$ cat src/rtl/tmds_pkg.sv
// Shared TMDS serializer constants.
//   - The four TMDS control symbols (c = 00/01/10/11) and the default idle symbol.
//   - PRBS7 (x^7 + x^6 + 1) width, feedback taps and per-lane seed helper,
//     used only when TMDS_PRBS_EN is defined.
package tmds_pkg;

    localparam logic [9:0] TMDS_CTRL_C00 = 10'b1101010100;
    localparam logic [9:0] TMDS_CTRL_C01 = 10'b0010101011;
    localparam logic [9:0] TMDS_CTRL_C10 = 10'b0101010100;
    localparam logic [9:0] TMDS_CTRL_C11 = 10'b1010101011;

    localparam logic [9:0] TMDS_IDLE_SYM = TMDS_CTRL_C00;

    localparam int PRBS7_W      = 7;
    localparam int PRBS7_TAP_HI = 6;    // x^7 term
    localparam int PRBS7_TAP_LO = 5;    // x^6 term

    // Lane ch starts from a distinct non-zero state so lanes are decorrelated.
    function automatic logic [PRBS7_W-1:0] prbs7_seed(input int ch);
        return PRBS7_W'(ch + 1);
    endfunction

endpackage

$ cat src/rtl/tmds_prbs7_step.sv
// Combinational PRBS7 (x^7 + x^6 + 1) generator for one lane.
// Advances the LFSR SYM_W steps and returns the generated bits LSB first
// (bit 0 is the first bit produced) together with the resulting state.
// Ports:
//   state_in   in   PRBS7_W  current LFSR state
//   sym_bits   out  SYM_W    next SYM_W PRBS bits, LSB first in time
//   state_out  out  PRBS7_W  LFSR state after SYM_W steps
module tmds_prbs7_step
    import tmds_pkg::*;
#(
    parameter int SYM_W = 10
) (
    input  logic [PRBS7_W-1:0] state_in,
    output logic [SYM_W-1:0]   sym_bits,
    output logic [PRBS7_W-1:0] state_out
);

    logic [PRBS7_W-1:0] s;
    logic               fb;

    always_comb begin
        s        = state_in;
        sym_bits = '0;
        fb       = 1'b0;
        for (int i = 0; i < SYM_W; i++) begin
            fb          = s[PRBS7_TAP_HI] ^ s[PRBS7_TAP_LO];
            sym_bits[i] = fb;
            s           = {s[PRBS7_W-2:0], fb};
        end
        state_out = s;
    end

endmodule

$ cat src/rtl/tmds_lane_serializer.sv
// Parametrised single-clock TMDS lane serializer.
// Accepts SYM_W-bit symbols for NUM_CH lanes over valid/ready, buffers one
// group in a skid/hold register and shifts OUT_BITS bits per lane per clk out
// to the I/O cells, plus a generated pixel-clock lane. Inserts IDLE_SYM when
// no symbol is available at a load and flags the underrun (sticky).
// Optional build macro: TMDS_PRBS_EN adds prbs_en, which replaces every loaded
// symbol with a per-lane PRBS7 pattern.
// Ports:
//   clk           in   1                serial-slice clock
//   reset         in   1                synchronous, active-high
//   prbs_en       in   1                (TMDS_PRBS_EN only) PRBS7 test pattern select
//   sym_data      in   NUM_CH*SYM_W     lane ch symbol at [ch*SYM_W +: SYM_W]
//   sym_valid     in   1                symbol group valid
//   sym_ready     out  1                group accepted this cycle if valid
//   underrun_clr  in   1                clears underrun
//   lane_out      out  NUM_CH*OUT_BITS  lane ch slice, bit 0 first in time
//   clk_out       out  OUT_BITS         clock-lane slice, bit 0 first in time
//   sym_start     out  1                first slice of a symbol on outputs
//   underrun      out  1                sticky idle-insertion flag
module tmds_lane_serializer
    import tmds_pkg::*;
#(
    parameter int               NUM_CH   = 3,
    parameter int               SYM_W    = 10,
    parameter int               OUT_BITS = 2,
    parameter logic [SYM_W-1:0] IDLE_SYM = SYM_W'(TMDS_IDLE_SYM)
) (
    input  logic                       clk,
    input  logic                       reset,
`ifdef TMDS_PRBS_EN
    input  logic                       prbs_en,
`endif
    input  logic [NUM_CH*SYM_W-1:0]    sym_data,
    input  logic                       sym_valid,
    output logic                       sym_ready,
    input  logic                       underrun_clr,
    output logic [NUM_CH*OUT_BITS-1:0] lane_out,
    output logic [OUT_BITS-1:0]        clk_out,
    output logic                       sym_start,
    output logic                       underrun
);

    localparam int PH   = SYM_W / OUT_BITS;
    localparam int PH_W = (PH > 1) ? $clog2(PH) : 1;

    if (SYM_W % OUT_BITS != 0) begin : g_bad_ratio
        $error("tmds_lane_serializer: SYM_W must be a multiple of OUT_BITS");
    end

    logic [PH_W-1:0]         phase_q, phase_d;
    logic [NUM_CH*SYM_W-1:0] shift_q, shift_d;
    logic [NUM_CH*SYM_W-1:0] hold_q, hold_d;
    logic                    hold_full_q, hold_full_d;
    logic                    armed_q, armed_d;
    logic                    underrun_q, underrun_d;

    logic load;
    logic accept;
    logic prbs_active;

    assign load      = (phase_q == PH_W'(PH - 1));
    assign sym_ready = !hold_full_q || load;
    assign accept    = sym_valid && sym_ready;
    assign sym_start = (phase_q == '0);
    assign underrun  = underrun_q;

`ifdef TMDS_PRBS_EN
    logic [NUM_CH*PRBS7_W-1:0] lfsr_q, lfsr_d, lfsr_step;
    logic [NUM_CH*SYM_W-1:0]   prbs_sym;

    assign prbs_active = prbs_en;

    for (genvar ch = 0; ch < NUM_CH; ch++) begin : g_prbs
        tmds_prbs7_step #(.SYM_W(SYM_W)) u_step (
            .state_in  (lfsr_q[ch*PRBS7_W +: PRBS7_W]),
            .sym_bits  (prbs_sym[ch*SYM_W +: SYM_W]),
            .state_out (lfsr_step[ch*PRBS7_W +: PRBS7_W])
        );
    end

    always_comb begin
        lfsr_d = lfsr_q;
        if (load && prbs_active) lfsr_d = lfsr_step;
    end

    always_ff @(posedge clk) begin
        if (reset) begin
            for (int ch = 0; ch < NUM_CH; ch++)
                lfsr_q[ch*PRBS7_W +: PRBS7_W] <= prbs7_seed(ch);
        end else begin
            lfsr_q <= lfsr_d;
        end
    end
`else
    assign prbs_active = 1'b0;
`endif

    for (genvar ch = 0; ch < NUM_CH; ch++) begin : g_lane_out
        assign lane_out[ch*OUT_BITS +: OUT_BITS] = shift_q[ch*SYM_W +: OUT_BITS];
    end

    // Clock lane: high for the first half of each symbol period.
    always_comb begin
        clk_out = '0;
        for (int k = 0; k < OUT_BITS; k++)
            clk_out[k] = ((int'(phase_q) * OUT_BITS + k) < (SYM_W / 2));
    end

    always_comb begin
        phase_d     = phase_q;
        shift_d     = shift_q;
        hold_d      = hold_q;
        hold_full_d = hold_full_q;
        armed_d     = armed_q | accept;
        underrun_d  = underrun_q;

        // Clear first so a same-cycle set below takes priority.
        if (underrun_clr) underrun_d = 1'b0;

        if (load) begin
            phase_d = '0;
            if (hold_full_q) begin
                shift_d     = hold_q;
                hold_full_d = accept;
                if (accept) hold_d = sym_data;
            end else if (accept) begin
                shift_d = sym_data;
            end else begin
                shift_d = {NUM_CH{IDLE_SYM}};
                if (armed_q && !prbs_active) underrun_d = 1'b1;
            end
`ifdef TMDS_PRBS_EN
            if (prbs_active) shift_d = prbs_sym;
`endif
        end else begin
            phase_d = phase_q + 1'b1;
            for (int ch = 0; ch < NUM_CH; ch++)
                shift_d[ch*SYM_W +: SYM_W] = shift_q[ch*SYM_W +: SYM_W] >> OUT_BITS;
            if (accept) begin
                hold_d      = sym_data;
                hold_full_d = 1'b1;
            end
        end
    end

    always_ff @(posedge clk) begin
        if (reset) begin
            phase_q     <= '0;
            shift_q     <= {NUM_CH{IDLE_SYM}};
            hold_q      <= '0;
            hold_full_q <= 1'b0;
            armed_q     <= 1'b0;
            underrun_q  <= 1'b0;
        end else begin
            phase_q     <= phase_d;
            shift_q     <= shift_d;
            hold_q      <= hold_d;
            hold_full_q <= hold_full_d;
            armed_q     <= armed_d;
            underrun_q  <= underrun_d;
        end
    end

endmodule
$ cat config.mk
export PLATFORM = sky130hd
export DESIGN_NAME = tmds_lane_serializer
export DESIGN_NICKNAME = d
export VERILOG_FILES = /design/src/rtl/tmds_pkg.sv /design/src/rtl/tmds_prbs7_step.sv /design/src/rtl/tmds_lane_serializer.sv
export SDC_FILE = /design/constraint.sdc
export NUM_CORES = 1
export LEC_CHECK = 0
export CAP_MARGIN = 20
export CORE_ASPECT_RATIO = 0.9
export CORE_MARGIN = 5
export CORE_UTILIZATION = 55
export CTS_BUF_LIST = sky130_fd_sc_hd__clkbuf_8
export CTS_CLUSTER_SIZE = 10
export DETAILED_ROUTE_END_ITERATION = 10
export GPL_TIMING_DRIVEN = 1
export PLACE_DENSITY = 0.88
export SYNTH_ARGS = -nofsm -noshare
export SYNTH_HDL_FRONTEND = slang
export SYNTH_HIERARCHICAL = 1
export SYNTH_SLANG_ARGS = --single-unit
$ cat constraint.sdc
create_clock -name clk -period 2.4 [get_ports clk]
set_clock_uncertainty 0.1 [all_clocks]
set_input_delay 0.36 -clock clk [delete_from_list [all_inputs] [get_ports clk]]
set_output_delay 0.36 -clock clk [all_outputs]
set_load 0.005 [all_outputs]
==> flow_summary.toml <==
[die]
die_area_um2 = 7090
fp.coreArea_um2 = 5290
ioPinCount = 45
num_rows = 25
start_util = 0.572
die_y_um = 80.4
die_width_um = 88.2

[detailed_routing]
wl_met2_mm = 3.15
drc_errors = 0
met1_length_mm = 2.64
top_layer_used = "met4"
vias = 2305
wl_mm = 6.22
first_pass_iters = 4
drtAntennaViolNets = 0
drtIter0Drc = 124
wire_per_inst_um = 14.3
wl_met3_um = 342
via_per_inst = 5.30

[critical_path]
arrival_ps = 1760
crit_fanout = 5
worst-setup-path-type = "register to primary output"
crit_required_ps = 1940
slowest_stage = "clkdlybuf4s50_1"
startpoint_type = "register"
slowest_delay_ps = 440
worstSetupEndpointType = "primary output"
cp_cell_sequence = "inv_1 > ha_1 > a21bo_4 > clkdlybuf4s50_1"
reg2reg_slack_ps = 420

[pwr]
leakagePower_nw = 1.40
powerDensity_nw_per_um2 = 690
peakVddDrop_uv = 431

[grt]
grt_overflow_total = 0
grt_pass1_wl_mm = 10.4
antenna_found_initial = 0
grt_usage = 0.192
grt_max_degree = 61
first_global_vias = 2176

[timing]
setup_tns_ps = 0
hold_viol_final = 0
period_share = 0.924
worst_pin_slew_ps = 997
timing.slew.headroom = 0.333
rsz0062_at_grt = "no"
setup_viol_count_final = 0
timing.fmax_ghz = 0.451
slew_violations = 0
period_needed_ps = 2220

[yosys]
syn_nets = 373
yosysUniqueCellTypes = 25
ys_seq_elements = 66
seq_area_frac_synth = 0.437
muxShareOfSynthArea = 0.0993
synth_area_um2 = 3030
synth_top_family_by_area = "simple AND/OR/NAND/NOR gates"
synthAdderAreaFrac = 0.00827
yosys_warnings = 6
synth_compound_area_frac = 0.148
synth-xor-area-share = 0.00289
avgSynthCellArea_um2 = 8.98
synth_cells = 337
yosys.area_share.simple = 0.238

[placement]
hpwl_mm = 3.93
gp_congestion = 0.734
post-place-cells = 419
io_buffers = 44

[clock_tree]
cts_tree = "yes"
clkSlewWorstSetupHoldPaths_ps = 80
cts_buffers = 9
cts_resized = 0
cts_setup_buffers = 0
cts_hold_buffers = 0
clkLatencyLatePin_ps = 350
htreeDepth = 3
cts-root-buf = "clkbuf_8"
cts_buffer_depth = 2
cts_sinks = 66

[hold_path]
min_path_type = "primary input to register"

[finish]
nets = 399
layout-area-overhead-vs-synth_pct = 18.4
drive_gt1_frac = 0.0707
antenna_cells = 0
n_fill_cell = 441
stdcell_count = 435

[status]
status = "finished clean"

[run]
maxCapViolCount = 0
==> per-stage QoR <==
stage                     setup slack, ps  hold slack [ps]  cell area [µm²]   util  total power, W
after floorplan                       787              313             3030      -         0.00154
after global placement                572              327             3410  0.645         0.00166
after detailed placement              467              332             3410  0.645         0.00168
after CTS                             172              201             3580  0.677         0.00250
after global routing                  109              226             3580  0.677         0.00260
final                                 183              215             3580  0.677         0.00247
==> worst max-delay path, delay by kind of cell, from the launching register on <==
| family | cells | cell delay (ps) |
|---|---|---|
| fa+ha+maj | 1 | 260 |
| flops | 1 | 400 |
| compound gates | 1 | 250 |
| buf+inv | 2 | 500 |
==> synthesized netlist by cell type <==
cell type | instances | share of area
a21bo_4 | 1 | 0.0054
and2_1 | 1 | 0.0021
mux2i_1 | 30 | 0.099
nand2b_1 | 62 | 0.13
inv_1 | 2 | 0.0025
buf_4 | 7 | 0.017
or2_2 | 1 | 0.0021
nand3_1 | 1 | 0.0017
dfxtp_1 | 66 | 0.44
and3_1 | 1 | 0.0021
a21oi_1 | 20 | 0.033
ha_1 | 2 | 0.0083
o21a_1 | 6 | 0.015
or4b_1 | 1 | 0.0033
buf_6 | 4 | 0.015
xnor2_1 | 1 | 0.0029
o22a_1 | 9 | 0.026
nand3b_1 | 1 | 0.0025
nor2_1 | 20 | 0.025
o21ai_0 | 15 | 0.025
nand2_1 | 31 | 0.038
buf_2 | 6 | 0.0099
clkbuf_1 | 18 | 0.022
nor2b_1 | 16 | 0.033
a22o_1 | 15 | 0.043
==> sequential cells by signal, summed over array words and instances, names as in the netlist <==
signal	cells
underrun	1
shift_q	30
phase_q	3
hold_full_q	1
armed_q	1
hold_q	30
==> final timing paths <==
kind	cells past startpoint	to	startpoint
setup / recovery	4	sym_ready	phase_q[0]
hold / removal	2	hold_full_q	reset
setup reg to reg	5	shift_q[11]	phase_q[0]
hold reg to reg	1	shift_q[16]	shift_q[18]
==> kinds of logic (layout without fill, tap and decap cells) <==
group                      count (synthesis)  in the layout
and+or+nand+nor                          135            135
AOI/OAI and AO/OA                         66             66
DFF                                       66             66
buffers and inverters                     37             68
muxes                                     30             30
adders and majority gates                  2              2
xor gates and xnor gates                   1              1
==> report_power, final <==
group,switching [W],total (W),internal [W]
combinational,0.000191,0.000421,0.000230
sequential,0.0000483,0.00123,0.00119
clock,0.000422,0.000815,0.000393
==> area by class of cell <==
class / count / area [µm²] / share of cell area
Clock buffer: 10 / 138 / 0.0384
Clock inverter: 6 / 33.8 / 0.00943
Inverter: 2 / 7.51 / 0.00210
Multi-Input combinational cell: 234 / 1500 / 0.420
Sequential cell: 66 / 1320 / 0.369
Tap cell: 67 / 83.8 / 0.0234
Timing Repair Buffer: 50 / 493 / 0.138
==> placed cells by master (no fill, tap or decap), drive strengths merged <==
cell | netlist | final
ha | 2 | 2
clkdlybuf4s50 | 0 | 43
buf | 17 | 7
o22a | 9 | 9
dfxtp | 66 | 66
nand3b | 1 | 1
a21bo | 1 | 1
o21a | 6 | 6
and2 | 1 | 1
a21oi | 20 | 20
clkbuf | 18 | 10
or2 | 1 | 1
or4b | 1 | 1
clkinvlp | 0 | 2
nand2b | 62 | 62
and3 | 1 | 1
nand2 | 31 | 31
o21ai | 15 | 15
xnor2 | 1 | 1
a22o | 15 | 15
nor2b | 16 | 16
nor2 | 20 | 20
inv | 2 | 3
mux2i | 30 | 30
nand3 | 1 | 1
clkinv | 0 | 3
==> routing by layer <==
layer | up-vias | GRT usage
li1 | 1160 | -
met1 | 1082 | 0.225
met2 | 53 | 0.322
met3 | 10 | 0.0708
met4 | 0 | 0.0634
met5 | - | 0
Power figures use the tool's default switching activity.
